File: src/rtl/bypass_pkg.sv
// ---------------------------------------------------------------------------
// bypass_pkg
// Shared types and helpers for the hazard/bypass controller.
//   entry_t        : one in-flight producer {valid, we, dest, is_load}
//   SEL_RF         : forward select meaning "use the register file value"
//   sel_for_stage  : forward select for a producer found at tracker slot j
// Register addresses are stored zero-extended to MAX_RA_W bits so the entry
// type does not depend on the RA_W parameter of the instantiating block;
// RA_W must therefore not exceed MAX_RA_W.
// ---------------------------------------------------------------------------
package bypass_pkg;

   localparam int MAX_RA_W = 8;
   localparam int SEL_RF   = 0;

   typedef struct packed {
      logic                valid;
      logic                we;
      logic [MAX_RA_W-1:0] dest;
      logic                is_load;
   } entry_t;

   // A producer at tracker slot j sits in post-Execute stage j once the
   // consumer reaches Execute; stage k is selected with value k+1.
   function automatic int sel_for_stage(input int j);
      return j + 1;
   endfunction

endpackage

File: src/rtl/bypass_ctrl_if.sv
// ---------------------------------------------------------------------------
// bypass_ctrl_if
// Decode-side bundle between the pipeline and the bypass controller.
//   id_valid/id_src_addr/id_src_used/id_dest_addr/id_dest_we/id_is_load :
//                 instruction currently in Decode (operand 0 in the LSBs)
//   flush       : redirect, kills the Decode instruction
//   mem_busy    : data memory busy, freezes the whole pipe
//   stall_fd    : hold PC and Decode
//   bubble_dx   : load a NOP into D/X
//   fwd_sel     : per-operand Execute mux select (0 = register file)
// Handshake: there is no valid/ready pair here; Decode advances on every
// rising clock edge where stall_fd is low, and D/X takes a bubble instead of
// the Decode instruction whenever bubble_dx is high.
// master = pipeline/Decode side, slave = bypass_ctrl.
// ---------------------------------------------------------------------------
interface bypass_ctrl_if #(
   parameter int NUM_SRC = 2,
   parameter int RA_W    = 5,
   parameter int SEL_W   = 2
) ();

   logic                      id_valid;
   logic [NUM_SRC*RA_W-1:0]   id_src_addr;
   logic [NUM_SRC-1:0]        id_src_used;
   logic [RA_W-1:0]           id_dest_addr;
   logic                      id_dest_we;
   logic                      id_is_load;
   logic                      flush;
   logic                      mem_busy;
   logic                      stall_fd;
   logic                      bubble_dx;
   logic [NUM_SRC*SEL_W-1:0]  fwd_sel;

   modport master (
      output id_valid, id_src_addr, id_src_used, id_dest_addr, id_dest_we,
             id_is_load, flush, mem_busy,
      input  stall_fd, bubble_dx, fwd_sel
   );

   modport slave (
      input  id_valid, id_src_addr, id_src_used, id_dest_addr, id_dest_we,
             id_is_load, flush, mem_busy,
      output stall_fd, bubble_dx, fwd_sel
   );

endinterface

File: src/rtl/bypass_ctrl_inflight_pipe.sv
// ---------------------------------------------------------------------------
// inflight_pipe
// Shift register of in-flight producers. Slot 0 is the instruction in
// Execute, slot DEPTH-1 the oldest still tracked.
//   clock    : pipeline clock
//   reset_n  : asynchronous active-low reset, empties every slot
//   advance  : pipe moves this edge (low while memory is busy)
//   ins      : entry loaded into slot 0 on an advance (already invalid for
//              bubbles, flushes and empty Decode slots)
//   ent      : current contents of all slots
// ---------------------------------------------------------------------------
module inflight_pipe
   import bypass_pkg::*;
#(
   parameter int DEPTH = 3
) (
   input  logic                   clock,
   input  logic                   reset_n,
   input  logic                   advance,
   input  entry_t                 ins,
   output entry_t [DEPTH-1:0]     ent
);

   always_ff @(posedge clock or negedge reset_n) begin
      if (!reset_n) begin
         ent <= '0;
      end else if (advance) begin
         ent[0] <= ins;
         for (int p = 1; p < DEPTH; p++) begin
            ent[p] <= ent[p-1];
         end
      end
   end

endmodule

File: src/rtl/bypass_ctrl.sv
// ---------------------------------------------------------------------------
// bypass_ctrl
// Hazard and bypass controller sitting between Decode and D/X.
//   clock        : pipeline clock
//   reset_n      : asynchronous active-low reset
//   bus          : Decode-side bundle (slave modport), see bypass_ctrl_if
//   stall_count  : saturating count of load-use bubble cycles
// For every source operand of the Decode instruction the youngest matching
// in-flight producer decides the forward select (registered for Execute)
// and whether a load result is still too far away, in which case Fetch and
// Decode stall and a bubble enters D/X.
// ---------------------------------------------------------------------------
module bypass_ctrl
   import bypass_pkg::*;
#(
   parameter int NUM_SRC    = 2,
   parameter int FWD_STAGES = 2,
   parameter int LOAD_STAGE = 1,
   parameter int RA_W       = 5,
   parameter int SEL_W      = $clog2(FWD_STAGES + 1)
) (
   input  logic                clock,
   input  logic                reset_n,
   bypass_ctrl_if.slave        bus,
   output logic [15:0]         stall_count
);

   localparam int DEPTH = FWD_STAGES + 1;

   entry_t [DEPTH-1:0]         ent;
   entry_t                     ins;
   logic                       advance;
   logic                       load_use;
   logic                       lu_eff;
   logic [NUM_SRC*SEL_W-1:0]   sel_next;
   logic [NUM_SRC*SEL_W-1:0]   fwd_q;

   // Match/priority: scan oldest to youngest so the youngest match is the
   // one left standing.
   always_comb begin
      int                  hit_p;
      logic                hit_ld;
      logic [MAX_RA_W-1:0] addr;
      load_use = 1'b0;
      sel_next = '0;
      hit_p    = -1;
      hit_ld   = 1'b0;
      addr     = '0;
      for (int s = 0; s < NUM_SRC; s++) begin
         hit_p  = -1;
         hit_ld = 1'b0;
         addr   = MAX_RA_W'(bus.id_src_addr[s*RA_W +: RA_W]);
         for (int p = DEPTH - 1; p >= 0; p--) begin
            if (ent[p].valid && ent[p].we && (ent[p].dest == addr) &&
                (addr != '0) && bus.id_src_used[s]) begin
               hit_p  = p;
               hit_ld = ent[p].is_load;
            end
         end
         if (hit_p >= 0) begin
            // A producer in the last slot writes back this cycle; the
            // register file is write-through, so no forwarding is needed.
            if (hit_p < FWD_STAGES) begin
               sel_next[s*SEL_W +: SEL_W] = SEL_W'(sel_for_stage(hit_p));
            end
            if (hit_ld && (hit_p < LOAD_STAGE)) begin
               load_use = 1'b1;
            end
         end
      end
   end

   assign lu_eff  = load_use & bus.id_valid & ~bus.flush;
   assign advance = ~bus.mem_busy;

   // mem_busy freezes everything, so D/X is not loaded with a bubble then.
   assign bus.stall_fd  = reset_n & (bus.mem_busy | lu_eff);
   assign bus.bubble_dx = reset_n & lu_eff & ~bus.mem_busy;
   assign bus.fwd_sel   = fwd_q;

   always_comb begin
      ins         = '0;
      ins.valid   = bus.id_valid & ~bus.flush & ~bus.bubble_dx;
      ins.we      = bus.id_dest_we;
      ins.dest    = MAX_RA_W'(bus.id_dest_addr);
      ins.is_load = bus.id_is_load;
   end

   inflight_pipe #(
      .DEPTH (DEPTH)
   ) u_pipe (
      .clock   (clock),
      .reset_n (reset_n),
      .advance (advance),
      .ins     (ins),
      .ent     (ent)
   );

   always_ff @(posedge clock or negedge reset_n) begin
      if (!reset_n) begin
         fwd_q <= '0;
      end else if (advance) begin
         fwd_q <= ins.valid ? sel_next : '0;
      end
   end

   always_ff @(posedge clock or negedge reset_n) begin
      if (!reset_n) begin
         stall_count <= '0;
      end else if (advance && bus.bubble_dx && (stall_count != 16'hFFFF)) begin
         stall_count <= stall_count + 16'd1;
      end
   end

endmodule

File: src/flat_wrapper.sv
// flat-port wrapper written by rule: the top's interface ports become plain ports
module bypass_ctrl_flat import bypass_pkg::*;
#(
   parameter int NUM_SRC    = 2,
   parameter int FWD_STAGES = 2,
   parameter int LOAD_STAGE = 1,
   parameter int RA_W       = 5,
   parameter int SEL_W      = $clog2(FWD_STAGES + 1)
)
  (clock, reset_n, stall_count, bus_id_valid, bus_id_src_addr, bus_id_src_used, bus_id_dest_addr, bus_id_dest_we, bus_id_is_load, bus_flush, bus_mem_busy, bus_stall_fd, bus_bubble_dx, bus_fwd_sel);
  bypass_ctrl_if #(.NUM_SRC(NUM_SRC), .RA_W(RA_W), .SEL_W(SEL_W)) bus_i ();
  input  logic clock;
  input  logic reset_n;
  output logic [15:0] stall_count;
  input wire logic [$bits(bus_i.id_valid)-1:0] bus_id_valid;
  input wire logic [$bits(bus_i.id_src_addr)-1:0] bus_id_src_addr;
  input wire logic [$bits(bus_i.id_src_used)-1:0] bus_id_src_used;
  input wire logic [$bits(bus_i.id_dest_addr)-1:0] bus_id_dest_addr;
  input wire logic [$bits(bus_i.id_dest_we)-1:0] bus_id_dest_we;
  input wire logic [$bits(bus_i.id_is_load)-1:0] bus_id_is_load;
  input wire logic [$bits(bus_i.flush)-1:0] bus_flush;
  input wire logic [$bits(bus_i.mem_busy)-1:0] bus_mem_busy;
  output wire logic [$bits(bus_i.stall_fd)-1:0] bus_stall_fd;
  output wire logic [$bits(bus_i.bubble_dx)-1:0] bus_bubble_dx;
  output wire logic [$bits(bus_i.fwd_sel)-1:0] bus_fwd_sel;
  assign bus_i.id_valid = bus_id_valid;
  assign bus_i.id_src_addr = bus_id_src_addr;
  assign bus_i.id_src_used = bus_id_src_used;
  assign bus_i.id_dest_addr = bus_id_dest_addr;
  assign bus_i.id_dest_we = bus_id_dest_we;
  assign bus_i.id_is_load = bus_id_is_load;
  assign bus_i.flush = bus_flush;
  assign bus_i.mem_busy = bus_mem_busy;
  assign bus_stall_fd = bus_i.stall_fd;
  assign bus_bubble_dx = bus_i.bubble_dx;
  assign bus_fwd_sel = bus_i.fwd_sel;
  bypass_ctrl #(.NUM_SRC(NUM_SRC), .FWD_STAGES(FWD_STAGES), .LOAD_STAGE(LOAD_STAGE), .RA_W(RA_W), .SEL_W(SEL_W)) u_core (.clock(clock), .reset_n(reset_n), .bus(bus_i), .stall_count(stall_count));
endmodule
File: config.mk
export PLATFORM = sky130hd
export DESIGN_NAME = bypass_ctrl_flat
export DESIGN_NICKNAME = d
export VERILOG_FILES = /design/src/rtl/bypass_pkg.sv /design/src/rtl/bypass_ctrl_if.sv /design/src/rtl/bypass_ctrl_inflight_pipe.sv /design/src/rtl/bypass_ctrl.sv /design/src/flat_wrapper.sv
export SDC_FILE = /design/constraint.sdc
export NUM_CORES = 1
export LEC_CHECK = 0
export CORE_ASPECT_RATIO = 1.2
export CORE_MARGIN = 2
export CORE_UTILIZATION = 40
export DETAILED_ROUTE_END_ITERATION = 6
export GPL_TIMING_DRIVEN = 1
export PLACE_DENSITY = 0.75
export SLEW_MARGIN = 25
export SYNTH_ARGS = -nofsm -noshare
export SYNTH_HDL_FRONTEND = slang
export SYNTH_SLANG_ARGS = --single-unit
File: constraint.sdc
create_clock -name clock -period 8.3 [get_ports clock]
set_input_delay 0.83 -clock clock [delete_from_list [all_inputs] [get_ports clock]]
set_output_delay 0.83 -clock clock [all_outputs]
set_load 0.03 [all_outputs]
==> results.yml <==
sta:
  fin_setup_tns_ns: 0
  rsz0062_at_grt: "false"
  fmax_mhz: 194
  tightest_slew_ns: 0.661
  setup-violations-final: 0
  fin_ws_ns: 3.15
  fin_crit_sh_pct: 62.1
  slew_headroom_pct: 55.9
  finalMaxSlewViolations: 0
  hold_violations: 0
  clock_skew_ns: 0.00985
  finalWorstPathRequiredPeriod_ns: 5.15
placement:
  globalplace.congestion: 0.810
  preCtsSetupSlack_ns: 3.24
  placed_area_sq_um: 2830
  hpwl_um: 3530
  portBuffers: 45
yosys:
  yosys_warnings: 0
  synth_compound_area_share_pct: 4.01
  synthXorXnorAreaFrac_pct: 15.2
  syn-num-nets: 230
  synth.distinct_cells: 39
  synth_mux_area_share_pct: 12.1
  synth_top_family_by_area: "simple AND/OR/NAND/NOR gates"
  yosys.area_share.simple_pct: 18.2
  ys_seq_area_share_pct: 47.7
  synthArstFlopShare_pct: 100
  synth-seq-cells: 44
  synth_ff_type: "dfrtp_1"
  netlist_area_sq_um: 2310
  synthAdderAreaFrac_pct: 1.08
  syn_inst: 204
  synth-edff-count: 0
  avgSynthCellArea_sq_um: 11.3
clock_tree:
  numCtsBuffers: 5
  cts_root_buf: "clkbuf_8"
  clock-sinks: 44
  clk_path_buf_depth: 2
  ctsHoldBuffers: 0
  htreeDepth: 2
  cts_tree: "built"
  clkTransAtPathRegs_ns: 0.07
  post-cts-setup-buffers: 0
  cts_resized: 0
  clk_latency_ns: 0.30
grt:
  grt_pass1_vias: 1754
  grt_max_degree: 48
  grt_usage_pct: 15.9
  grt_antenna_before_repair: 0
  grt_pass1_wl_um: 7880
  gr-total-overflow: 0
route:
  postRouteAntennaNets: 0
  drc: 0
  vias: 1698
  via_per_inst: 5.32
  drt_wl_total_um: 4650
  drtPass1Iterations: 4
  wire_per_inst_um: 14.6
  first_iter_violations: 54
setup_path:
  crit_type: "in2out"
  end_kind: "primary output"
  critPathMaxFanout: 5
  setup.worst_path.start_class: "input port"
  cp.required_ns: 7.47
  reg2reg_slack_ns: 5.17
  cp_data_arrival_time_ns: 4.32
die:
  core_region_area_sq_um: 5630
  fp.dieW_um: 73.3
  io_pins: 46
  dieArea_sq_um: 6390
  rows: 30
  die_h_um: 87.2
  start_util_pct: 41.0
power:
  power.leakage_nw: 1.22
  irDropWorstVdd_mv: 0.135
  power_density_nw_per_um2: 162
finish:
  diodes: 0
  fill_cells: 513
  final_nets: 280
  final_design_area_no_fill_sq_um: 2940
  drive_above_1_share_pct: 16.5
  syn2layout_area_growth_pct: 27.5
  utilization_pct: 52.2
min_path:
  hp-class: "reg2reg"
run_status:
  outcome: "complete, no violations"
flow_run:
  drv_cap: 0
path summary, 6_finish.rpt:
| check | end | cells past startpoint | startpoint |
|---|---|---|---|
| setup / recovery | bus_stall_fd | 12 | bus_id_src_addr[1] |
| hold / removal | u_core.stall_count[9]$_DFFE_PN0P_ | 1 | u_core.stall_count[9]$_DFFE_PN0P_ |
| setup reg to reg | u_core.stall_count[11]$_DFFE_PN0P_ | 11 | u_core.u_pipe.ent[4]$_DFFE_PN0N_ |
| hold reg to reg | u_core.stall_count[9]$_DFFE_PN0P_ | 1 | u_core.stall_count[9]$_DFFE_PN0P_ |
| max in group asynchronous | u_core.bus.fwd_sel[3]$_DFFE_PN0N_ | 2 | reset_n |
| min in group asynchronous | u_core.stall_count[2]$_DFFE_PN0P_ | 2 | reset_n |
registers in the layout, summed over array words and instances, names as in the netlist:
name,cells
u_core.bus.fwd_sel,4
u_core.stall_count,16
u_core.u_pipe.ent,24
per-layer routing:
metal,vias up,global-route usage (%),share of wire [%]
met2,47,28.1,52
met5,-,0,0
met1,823,19.2,42
li1,821,-,-
met3,7,3.82,4.8
met4,0,4.30,1.1
synthesized netlist by cell type (2+ instances only):
cell type,count,share of area [%]
xnor2_1,19,7.2
nor2_1,6,0.98
and4_1,2,0.76
nand3_1,10,2.2
or4_1,2,0.65
o21ai_1,2,0.43
xor2_1,21,8.0
nor3b_1,4,1.3
nor4_1,4,1.1
nor3_2,3,1.3
nor2b_1,2,0.54
dfrtp_1,44,48
inv_1,4,0.65
nand4_1,7,1.9
ha_1,2,1.1
a31oi_1,2,0.54
o21ai_0,5,1.1
nor3_1,3,0.65
nand2_1,16,2.6
mux2_2,23,11
and3_1,4,1.1
buf_1,2,0.33
through the flow:
step | hold WS (ns) | total power [mW] | std cells
after floorplan | 0.468 | 0.290 | 204
after global placement | 0.472 | 0.319 | 311
after detailed placement | 0.476 | 0.321 | 311
after CTS | 0.499 | 0.481 | 319
after global routing | 0.518 | 0.499 | 319
final | 0.490 | 0.476 | 319
kinds of logic after synthesis:
| logic type | after synthesis |
|---|---|
| and+or+nand+nor | 71 |
| DFF | 44 |
| xor gates and xnor gates | 40 |
| muxes | 25 |
| AOI/OAI and AO/OA | 14 |
| buffers and inverters | 8 |
| adders and majority gates | 2 |
layout by cell type, fill, tap and decap left out, drive strengths merged, types with 3 or more instances in the layout:
cell type,n
nand3,10
nand4,7
nor4,5
xor2,21
nor3,6
inv,4
or4,3
o21ai,7
nand2,16
clkdlybuf4s50,44
xnor2,19
buf,3
dfrtp,44
nor3b,5
clkbuf,6
mux2,24
nor2,6
and3,4
critical path: stages:
cell and delay [ns]:
clkdlybuf4s50_1 0.50, or4_4 0.58, o21ai_1 0.24, nor4_1 0.13
o21ai_0 0.19, ha_1 0.21, nand4_1 0.08, a21boi_1 0.32
o21bai_1 0.29, a31oi_1 0.14, nor2b_1 0.12, clkdlybuf4s50_1 0.68
final cells by class:
class / count / area [sq um] / share of cell area [%]
Clock buffer: 6 / 72.6 / 2.47
Clock inverter: 2 / 35.0 / 1.19
Inverter: 4 / 15.0 / 0.510
Multi-Input combinational cell: 152 / 1180 / 40.0
Sequential cell: 44 / 1100 / 37.4
Tap cell: 64 / 80.1 / 2.72
Timing Repair Buffer: 47 / 460 / 15.7
power by group:
part	total, mW	switching [mW]	internal, mW	leakage [nW]
clock network	0.161	0.0716	0.0894	0.0552
registers	0.248	0.0164	0.231	0.565
logic	0.0678	0.0281	0.0397	0.603
total	0.476	0.116	0.360	1.22
Note: power is estimated with default switching activity, not from simulation.
